## src/rtl/mem_responder.sv

```systemverilog
// Memory responder for a stack core: a marker byte arms a store to mem_addr,
// and a host load mode streams bytes into memory while the core is held in reset.
module mem_responder #(
  parameter int         DEPTH  = 32,
  parameter logic [7:0] MARKER = 8'hFF
) (
  input  logic       clock,
  input  logic       reset,
  input  logic [7:0] mem_addr,
  input  logic [7:0] core_wdata,
  output logic [7:0] data_in,
  input  logic       load_en,
  input  logic       load_valid,
  input  logic [7:0] load_byte,
  output logic       core_reset,
  output logic [7:0] load_addr,
  output logic [7:0] wr_count
);

  localparam int AW = (DEPTH > 1) ? $clog2(DEPTH) : 1;

  typedef enum logic [1:0] {
    IDLE  = 2'd0,
    ARMED = 2'd1,
    LOAD  = 2'd2
  } state_t;

  state_t          r_state;
  state_t          w_nextState;
  logic [AW-1:0]   r_loadAddr;
  logic [AW-1:0]   w_nextLoadAddr;
  logic [7:0]      r_wrCount;
  logic            r_exitPulse;
  logic [7:0]      r_mem [DEPTH];

  logic            w_coreWe;
  logic            w_hostWe;
  logic            w_memWe;
  logic [AW-1:0]   w_coreIdx;
  logic [AW-1:0]   w_writeIdx;
  logic [7:0]      w_writeData;

  // Out-of-range core addresses alias onto the implemented words.
  assign w_coreIdx = AW'(int'(mem_addr) % DEPTH);

  always_comb begin
    w_nextState    = r_state;
    w_nextLoadAddr = r_loadAddr;
    w_coreWe       = 1'b0;
    w_hostWe       = 1'b0;
    case (r_state)
      IDLE: begin
        if (load_en) begin
          w_nextState    = LOAD;
          w_nextLoadAddr = '0;
        end else if (core_wdata == MARKER) begin
          w_nextState = ARMED;
        end
      end
      ARMED: begin
        if (load_en) begin
          w_nextState    = LOAD;
          w_nextLoadAddr = '0;
        end else begin
          w_coreWe    = 1'b1;
          w_nextState = IDLE;
        end
      end
      LOAD: begin
        if (!load_en) begin
          w_nextState = IDLE;
        end else if (load_valid) begin
          w_hostWe       = 1'b1;
          w_nextLoadAddr = r_loadAddr + AW'(1);
        end
      end
      default: w_nextState = IDLE;
    endcase
  end

  // Reset suppresses both write ports; the array itself is never cleared.
  assign w_memWe     = !reset && (w_coreWe || w_hostWe);
  assign w_writeIdx  = w_hostWe ? r_loadAddr : w_coreIdx;
  assign w_writeData = w_hostWe ? load_byte : core_wdata;

  always_ff @(posedge clock) begin
    if (reset) begin
      r_state     <= IDLE;
      r_loadAddr  <= '0;
      r_wrCount   <= 8'd0;
      r_exitPulse <= 1'b0;
    end else begin
      r_state     <= w_nextState;
      r_loadAddr  <= w_nextLoadAddr;
      r_exitPulse <= (r_state == LOAD) && !load_en;
      if (w_coreWe && (r_wrCount != 8'hFF)) begin
        r_wrCount <= r_wrCount + 8'd1;
      end
    end
  end

  always_ff @(posedge clock) begin
    if (w_memWe) begin
      r_mem[w_writeIdx] <= w_writeData;
    end
  end

  assign data_in    = r_mem[w_coreIdx];
  assign core_reset = reset || (r_state == LOAD) || r_exitPulse;
  assign load_addr  = 8'(r_loadAddr);
  assign wr_count   = r_wrCount;

endmodule
```

## config.mk

```make
export PLATFORM = sky130hd
export DESIGN_NAME = mem_responder
export DESIGN_NICKNAME = d
export VERILOG_FILES = /design/src/rtl/mem_responder.sv
export SDC_FILE = /design/constraint.sdc
export NUM_CORES = 1
export LEC_CHECK = 0
export BUFFER_PORTS_ARGS = -buffer_cell sky130_fd_sc_hd__clkbuf_2
export CAP_MARGIN = 20
export CORE_ASPECT_RATIO = 1.75
export CORE_MARGIN = 5
export CORE_UTILIZATION = 50
export CTS_CLUSTER_SIZE = 8
export DETAILED_ROUTE_END_ITERATION = 6
export PLACE_DENSITY = 0.7
export SLEW_MARGIN = 20
export SYNTH_ARGS = -nofsm -noshare
export SYNTH_HDL_FRONTEND = slang
export SYNTH_SLANG_ARGS = --single-unit
```

## constraint.sdc

```tcl
create_clock -name clock -period 2.6 [get_ports clock]
set_input_delay 0.39 -clock clock [delete_from_list [all_inputs] [get_ports clock]]
set_output_delay 0.39 -clock clock [all_outputs]
set_load 0.005 [all_outputs]
```

# Word-level counts from Yosys, hierarchy flattened
# Memory sizes are Yosys's and may differ from the RTL's.
# Cells that the tools add are included.
[word_totals]
reg_bits = 16
latch_bits = 0
mem_bits_rw = 256
rom_bits = 0
input_bits = 28
output_inout_bits = 25
elab_cells = 47
memories = 1
[memory_table]
columns = ["memory", "words", "word_bits", "read_ports", "rd_clocked_by_memory_dff", "wr", "line", "rtl"]
rows = [
  ["r_mem", 32, 8, 1, 0, 1, "34", "logic [7:0] r_mem [DEPTH];"],
]
[classes]
n_addsub = 2
n_mul = 0
div = 0
n_lt_le_gt_ge = 0
eq_ne = 9
shifts = 0
muxes = 18
bitwise = 0
n_reduce_logical = 13
[ops]
columns = ["operator", "n"]
rows = [
  ["5-bit 2-to-1 mux", 4],
  ["5-bit one-hot mux with 2 select lines", 1],
  ["8-bit by 1-bit adder with 8-bit output, second input constant", 1],
  ["8-bit == test, second input constant", 1],
  ["2-bit 2-to-1 mux", 4],
  ["8-bit 2-to-1 mux", 1],
  ["8-bit inequality test, second input constant", 1],
  ["1-bit 2-to-1 mux", 7],
  ["2-bit inequality test, second input constant", 3],
  ["2-bit one-hot mux with 3 select lines", 1],
  ["5-bit by 1-bit adder with 5-bit output, second input constant", 1],
  ["4-bit AND reduction", 1],
  ["1-bit logical AND", 3],
  ["1-bit logical OR", 3],
  ["3-bit inequality test, second input constant", 1],
  ["2-bit by 1-bit == test with 1-bit output, second input constant", 1],
  ["2-bit == test, second input constant", 1],
  ["1-bit logical NOT", 2],
  ["2-bit logical NOT", 1],
  ["2-bit by 1-bit inequality test with 1-bit output, second input constant", 1],
  ["2-bit AND reduction", 1],
  ["2-bit nonzero test", 1],
  ["2-bit OR reduction", 1],
]

# Depth between registers and ports, before layout
# Gate-level depths: netlist of the first run.
[depth]
word_depth = 7
mapped_depth = 6
mapped_depth_nobuf = 5

# Worst setup path before layout of the first run
# OpenSTA, ideal clock, no wires.
[synth_path]
path_kind = "input to output"
startpoint = "input port mem_addr[0]"
endpoint = "output port data_in[1]"
arrival_time_ns = 2.235
t_required_ns = 2.210
path_slack_ns = -0.025
path_stages = 5
n_path_buf = 2
cell_sequence = "clkbuf_1 > clkbuf_1 > mux4_2 > mux4_2 > mux2_2"
[synth_via]
elab_chain_cells = 1
[synth_rtl]
columns = ["item", "line", "rtl"]
rows = [
  ["from (decl)", "9", "input logic [7:0] mem_addr,"],
  ["memory 32 x 8 bit", "n/a", ""],
  ["to (decl)", "11", "output logic [7:0] data_in,"],
]
# No other way between the ends.

# Worst setup path in the final report of the first run
[layout_path]
startpoint = "memory r_mem[3][3]"
endpoint = "output port data_in[3]"
[layout_via]
elab_chain_cells = 1
[layout_rtl]
columns = ["item", "line"]
rows = [
  ["from (decl)", "34"],
  ["memory 32 x 8 bit", "n/a"],
]
# No other way between the ends.

==> impl_results.md, run 1 <==
- Run status: finished, violations left
- Violated checks: negative setup slack
- Synth warn: 0
- HPWL after detailed placement: between 15000 and 20000 um
- Global Route met2 Usage: between 30% and 40%
- Total power: just under 10 mW
- Setup violators final: 8
- Hold_buf cts: 0
- Diode count: 0
- Top cells by area, synth: edfxtp_1, mux4_2, dfxtp_1
- Final TNS setup: -0.672 ns
- Worst Skew: 0.0110 ns
- Die area: roughly 25000 sq um
- Htree depth: 2
- DP Area: 11800 sq um
- EDFF count, synth: around 260
- Core area: 21500 sq um
- Syn Std Cell Area: 10900 sq um
- Final nets: between 600 and 700
- Placement row count: 71
- Met3 Use GR: around 2.7%
- Cell Chain, Critical Path: mux4_2 -> mux4_2 -> mux2_2 -> clkbuf_2
- RePlAce Congestion: between 0.8 and 0.9
- Clock Pin Slew Worst Setup and Hold Paths: 0.05 ns
- Clock root buffer: clkbuf_16
- Non-Filler Instances: 940
- Library cells used by synthesis: 42
- Detail Route Antenna Nets: 0
- Critical path fanouts, max: 1
- RSZ-0062 raised after global routing: yes
- Most used DFF post-synth: edfxtp_1
- Most Crowded Layer GR: met2
- Largest net degree at the start of global routing: 37
- DR vias: 5400
- Area grow syn2layout: 18.0%
- Wire length per cell: 24.9 um
- Setup bufs post-CTS: 0
- Max-cap violations: 0
- Cell taking the most area after synthesis: edfxtp_1
- Flops & latches, synth: around 270
- Synth Area in Adders: less than 1%
- Total gr overflow: 0
- Top cell type's share of synthesized area: a little over 70%
- Pre-Repair DR Iteration Count: 4
- Final wirelength: approximately 23000 um
- Crit share post-route: 104%
- Final setup margin: -0.105 ns
- Vias in the first global route: roughly 6000
- Register area share after synthesis: around three quarters
- DIE WIDTH: approximately 120 um
- # DRC: 0
- Simple logic cell fraction of the synthesized area: between 4 and 5%
- Max Transition Viols Final: 0
- Share of cells above drive strength 1: between 30 and 40%
- Hold WC Path Type: in2reg
- Cells after Synth: about 530
- CTS Sinks: 272
- Fmax: around 0.37 GHz
- Commonest non-fill, non-tap cell in the layout: edfxtp_1
- Syn Area/Cell: 20.7 sq um
- PostCTS Resize Cnt: 7
- Mux share of post-synthesis cell area: a little under a fifth
- Finished Cell Area: 12900 sq um
- Slowest cell on the critical path: mux4_2
- XOR/XNOR Fraction of Synth Area: 0.642%
- Commonest non-fill, non-tap cells in the layout: edfxtp_1, mux4_2, clkbuf_2
- Skew-Pair Late Insertion Delay: roughly 0.50 ns
- Rel. slew slack: about 31%
- Largest family of logic cells by synthesized area: multiplexers
- Total Routing Usage GR: 19.4%
- Number of DRC markers in iteration 0: roughly 450
- Cells after DPL: between 800 and 900
- Initial antenna violation count: 0
- # port buffers: between 40 and 50
- Critical Path Sink Type: output pin
- CTS tree: built
- Synth Area in Compound Gates: under 10%
- Final Hold Viols: 0
- Clk buf depth: 3
- Pwr Density: approximately 760 nW/um^2
- Worst EP required: about 2.2 ns
- Post-layout util: 59.9%
- GR Util met1: between 20% and 30%
- Top-Level Pins: 53
- Fin crit period: about 2.7 ns
- Crit Path Category: reg2out
- Worst path max stage delay: about 0.54 ns
- Ys async rst share: 0%
- Number of fillers in the final layout: 1573
- Dpl ws: -0.134 ns
- Most Frequent Cell on Critical Path: mux4_2
- CTS Buf Count: 39
- Worst EP arrival: ~2.3 ns
- Initial Utilization: 50.7%
- Via-to-Cell Ratio: ~5.7
- Max VDD drop: between 0.4 and 0.5 mV
- Actual slew at the worst max-slew pin: just over 1 ns
- First-pass GRT wire length: 35400 um
- Worst hold margin: approximately 0.14 ns
- Lkg Pwr: roughly 4.3 nW
- Die Ht: between 200 and 250 um
- CP startpoint kind: register
per-layer routing:
| metal | routed length [um] | vias up | part of all wire [%] |
|---|---|---|---|
| li1 | - | 2372 | - |
| met1 | 8100 | 2817 | 35 |
| met2 | 13500 | 164 | 57 |
| met3 | 1070 | 47 | 4.6 |
| met4 | 787 | 0 | 3.4 |
| met5 | 0 | - | 0 |
cells in the mapped netlist (all sizes together), types with 5 or more instances:
cell type,n
mux2,17
buf,10
edfxtp,256
o21ai,8
nand2,11
xor2,7
and2,5
clkbuf,18
mux2i,7
dfxtp,16
nor3b,5
mux4,80
nor2,44
cell families (layout without fill, tap and decap cells):
group	count (synthesis)	in the layout
AND/OR/NAND/NOR	91	91
flip-flops	272	272
buffers and inverters	30	148
AO/OA/AOI/OAI	20	20
XOR/XNOR	8	8
multiplexers	104	104
other	1	3
adder cells (fa/ha/maj)	2	2
power breakdown:
part | internal [mW] | switching [mW] | total, mW
logic | 0.213 | 0.267 | 0.480
registers | 4.82 | 0.00464 | 4.83
clock network | 2.82 | 1.64 | 4.47
total | 7.86 | 1.91 | 9.77
final cells by class:
type | instances | area [sq um] | share of cell area, %
Sequential cell | 272 | 8010 | 62.2
Multi-Input combinational cell | 228 | 2780 | 21.6
Clock buffer | 56 | 1080 | 8.41
Timing Repair Buffer | 90 | 633 | 4.92
Tap cell | 292 | 365 | 2.84
Inverter | 2 | 7.51 | 0.0583
critical path, delay by kind of cell (launching register included):
kind | cells | cell delay, ns
buffers and inverters | 1 | 0.11
flip-flops | 1 | 0.38
multiplexers | 3 | 1.34
state kept, by name (all words and copies together) (netlist names):
name         flops
r_exitPulse      1
r_loadAddr       5
r_mem          256
r_state          2
wr_count         8
worst paths after layout:
kind	start	end	slack, ns	depth (start not counted)
hold / removal	core_wdata[6]	r_state[0]	0.14	3
setup reg to reg	r_state[0]	r_mem[5][5]	0.21	6
hold reg to reg	wr_count[7]	wr_count[7]	0.51	2
setup / recovery	r_mem[3][3]	data_in[3]	-0.11	4
No activity file was read; power rests on OpenSTA's default activity.
==> inputs of run 2 (changes only) <==
SETUP_SLACK_MARGIN = 0.5   (was not set)
==> run 2 against run 1 <==
  * The run still ends with negative setup slack left
  * Clock skew decreased by 0.0054 ns
  * Register-to-register slack gained 0.22 ns
  * Critical path depth did not move
  * Core utilization is 2.5 points higher
  * Wire length grew 2.6%
  * Worst hold slack improved by 0.0048 ns
  * Combinational power increased by 7.9%
  * Flip-flop and latch count unchanged
  * Setup slack got worse by 0.029 ns
  * Clock-buffer cell count fell by 3
  * Via count down 0.59%
==> impl_results.md, run 2 (same netlist as run 1, synthesis figures left out) <==
- Worst EP required: 2.21 ns (about the same)
- CTS Sinks: 272 (unchanged)
- # port buffers: 46 (unchanged)
- Total gr overflow: 0 (unchanged)
- Placement row count: 71 (unchanged)
- Number of DRC markers in iteration 0: 414 (was 449)
- Cell Chain, Critical Path: mux4_2 -> mux4_2 -> mux2_4 -> clkbuf_2 (was mux4_2 -> mux4_2 -> mux2_2 -> clkbuf_2)
- Max reg flops: 256 (unchanged)
- Worst path max stage delay: 0.57 ns (was 0.54 ns)
- Wire length per cell: 25.7 um (was 24.9 um)
- RSZ-0062 raised after global routing: yes (unchanged)
- Number of fillers in the final layout: 1525 (was 1573)
- Max-cap violations: 0 (unchanged)
- Diode count: 0 (unchanged)
- CP startpoint kind: register (unchanged)
- Final nets: 661 (was 663)
- Top-Level Pins: 53 (unchanged)
- Worst Skew: 0.00566 ns (was 0.0110 ns)
- Fin crit period: 2.73 ns (was 2.71 ns)
- Initial antenna violation count: 0 (unchanged)
- Critical Path Sink Type: output pin (unchanged)
- Rel. slew slack: 54.0% (was 31.2%)
- Max VDD drop: 0.524 mV (was 0.461 mV)
- Die Ht: 205 um (unchanged)
- RR Startpoint: r_state[0] (unchanged)
- CP delay by family, top: multiplexers (unchanged)
- Commonest non-fill, non-tap cells in the layout: edfxtp_1, mux4_2, clkbuf_2 (unchanged)
- Post-layout util: 62.4% (was 59.9%)
- Largest net degree at the start of global routing: 33 (was 37)
- Die area: 25000 sq um (unchanged)
- DIE WIDTH: 122 um (unchanged)
- First-pass GRT wire length: 36700 um (was 35400 um)
- Pwr Density: 723 nW/um^2 (was 759 nW/um^2)
- Detail Route Antenna Nets: 0 (unchanged)
- Slowest cell on the critical path: mux4_2 (unchanged)
- HPWL after detailed placement: 15500 um (about the same)
- Clock Pin Slew Worst Setup and Hold Paths: 0.05 ns (about the same)
- Violated checks: negative setup slack (unchanged)
- Dpl ws: -0.124 ns (was -0.134 ns)
- Core area: 21500 sq um (unchanged)
- Final wirelength: 24000 um (was 23400 um)
- DR vias: 5368 (was 5400)
- Hold WC Path Type: in2reg (unchanged)
- Area grow syn2layout: 22.9% (was 18.0%)
- Critical path fanouts, max: 1 (unchanged)
- Commonest non-fill, non-tap cell in the layout: edfxtp_1 (unchanged)
- Total Routing Usage GR: 20.2% (was 19.4%)
- Via-to-Cell Ratio: 5.74 (about the same)
- Buffers and inverters on the worst path: 1 (unchanged)
- Initial Utilization: 50.7% (unchanged)
- Actual slew at the worst max-slew pin: 0.690 ns (was 1.03 ns)
- Clk buf depth: 3 (unchanged)
- # DRC: 0 (unchanged)
- RePlAce Congestion: 0.795 (was 0.815)
- CTS Buf Count: 39 (unchanged)
- Crit Path Category: reg2out (unchanged)
- Run status: finished, violations left (unchanged)
- Crit share post-route: 105% (was 104%)
- Setup violators final: 8 (unchanged)
- Skew-Pair Late Insertion Delay: 0.50 ns (about the same)
- Vias in the first global route: 6080 (was 5890)
- Total power: 9.69 mW (was 9.77 mW)
- Non-Filler Instances: 936 (was 940)
- Top reg by flops: r_mem (unchanged)
- Hold_buf cts: 0 (unchanged)
- Lkg Pwr: 4.33 nW (was 4.28 nW)
- Most Frequent Cell on Critical Path: mux4_2 (unchanged)
- Final setup margin: -0.134 ns (was -0.105 ns)
- Clock root buffer: clkbuf_16 (unchanged)
- Setup crit start: r_mem[3][5] (was r_mem[3][3])
- Max Transition Viols Final: 0 (unchanged)
- Hold Startpoint: core_wdata[6] (unchanged)
- Cells after DPL: 858 (was 884)
- Worst EP arrival: 2.34 ns (was 2.32 ns)
- Final Hold Viols: 0 (unchanged)
- Fmax: 0.366 GHz (was 0.370 GHz)
- Htree depth: 2 (unchanged)
- Share of cells above drive strength 1: 42.9% (was 35.3%)
- CTS tree: built (unchanged)
- Pre-Repair DR Iteration Count: 5 (was 4)
- Final TNS setup: -0.794 ns (was -0.672 ns)
run 2: changes by cell type in the layout (fill, tap and decap cells not counted), moves of 3 or more:
| cell | previous run | this run |
|---|---|---|
| mux2_4 | 5 | 2 |
| nor2_1 | 44 | 12 |
| o21ai_4 | 0 | 4 |
| buf_4 | 38 | 16 |
| nand2_2 | 0 | 6 |
| buf_12 | 5 | 24 |
| nor2_2 | 0 | 3 |
| nor2_4 | 0 | 29 |
| nor3b_1 | 4 | 1 |
| nand2_1 | 11 | 5 |
| o21ai_1 | 7 | 1 |
run 2: layer usage:
layer  wire [um]  track usage (%)  part of all wire, %  vias to the layer above
met5           0                0                    0                        -
met4         803             8.01                  3.3                        0
met3        1020             3.22                  4.2                       34
met2       14200             38.9                   59                      159
met1        8050             21.7                   33                     2802
li1            -                -                    -                     2373
run 2: where the power goes:
group,internal [mW],switching (mW),total [mW]
clock,2.70,1.65,4.35
sequential,4.82,0.00506,4.82
combinational,0.228,0.289,0.518
total,7.75,1.94,9.69
run 2: metrics by stage:
stage	hold WS (ns)	instance area, sq um
CTS	0.140	13300
finish	0.148	13400
global route	0.140	13400
detailed placement	0.498	11800
global placement	0.483	11800
floorplan	0.462	11200
run 2: path summary, 6_finish.rpt:
check | end | slack [ns] | depth (start not counted)
hold reg to reg | r_state[1] | 0.49 | 1
hold / removal | r_state[0] | 0.15 | 3
setup / recovery | data_in[5] | -0.13 | 4
setup reg to reg | r_mem[0][3] | 0.43 | 6
run 2: repair_timing:
| action | in CTS | in global routing |
|---|---|---|
| gates resized for setup | 33 | 7 |
| setup buffers | 18 | 5 |
| pin swaps | 21 | 2 |
| setup endpoints to repair | 392 | 320 |
| cloned | 1 | 0 |
run 2: worst min-delay path, cell delays in order:
cell and delay (ns):
clkbuf_2 0.09, nand4_1 0.07, nor3_1 0.05
run 2: cell type report:
class	instances	area [sq um]	share of cell area, %
tap	292	365	2.72
sequential	272	8020	59.8
timing repair buffer	88	881	6.57
clock inverter	1	8.76	0.0653
clock buffer	53	1030	7.67
multi-input combinational	228	3100	23.1
inverter	2	7.51	0.0560
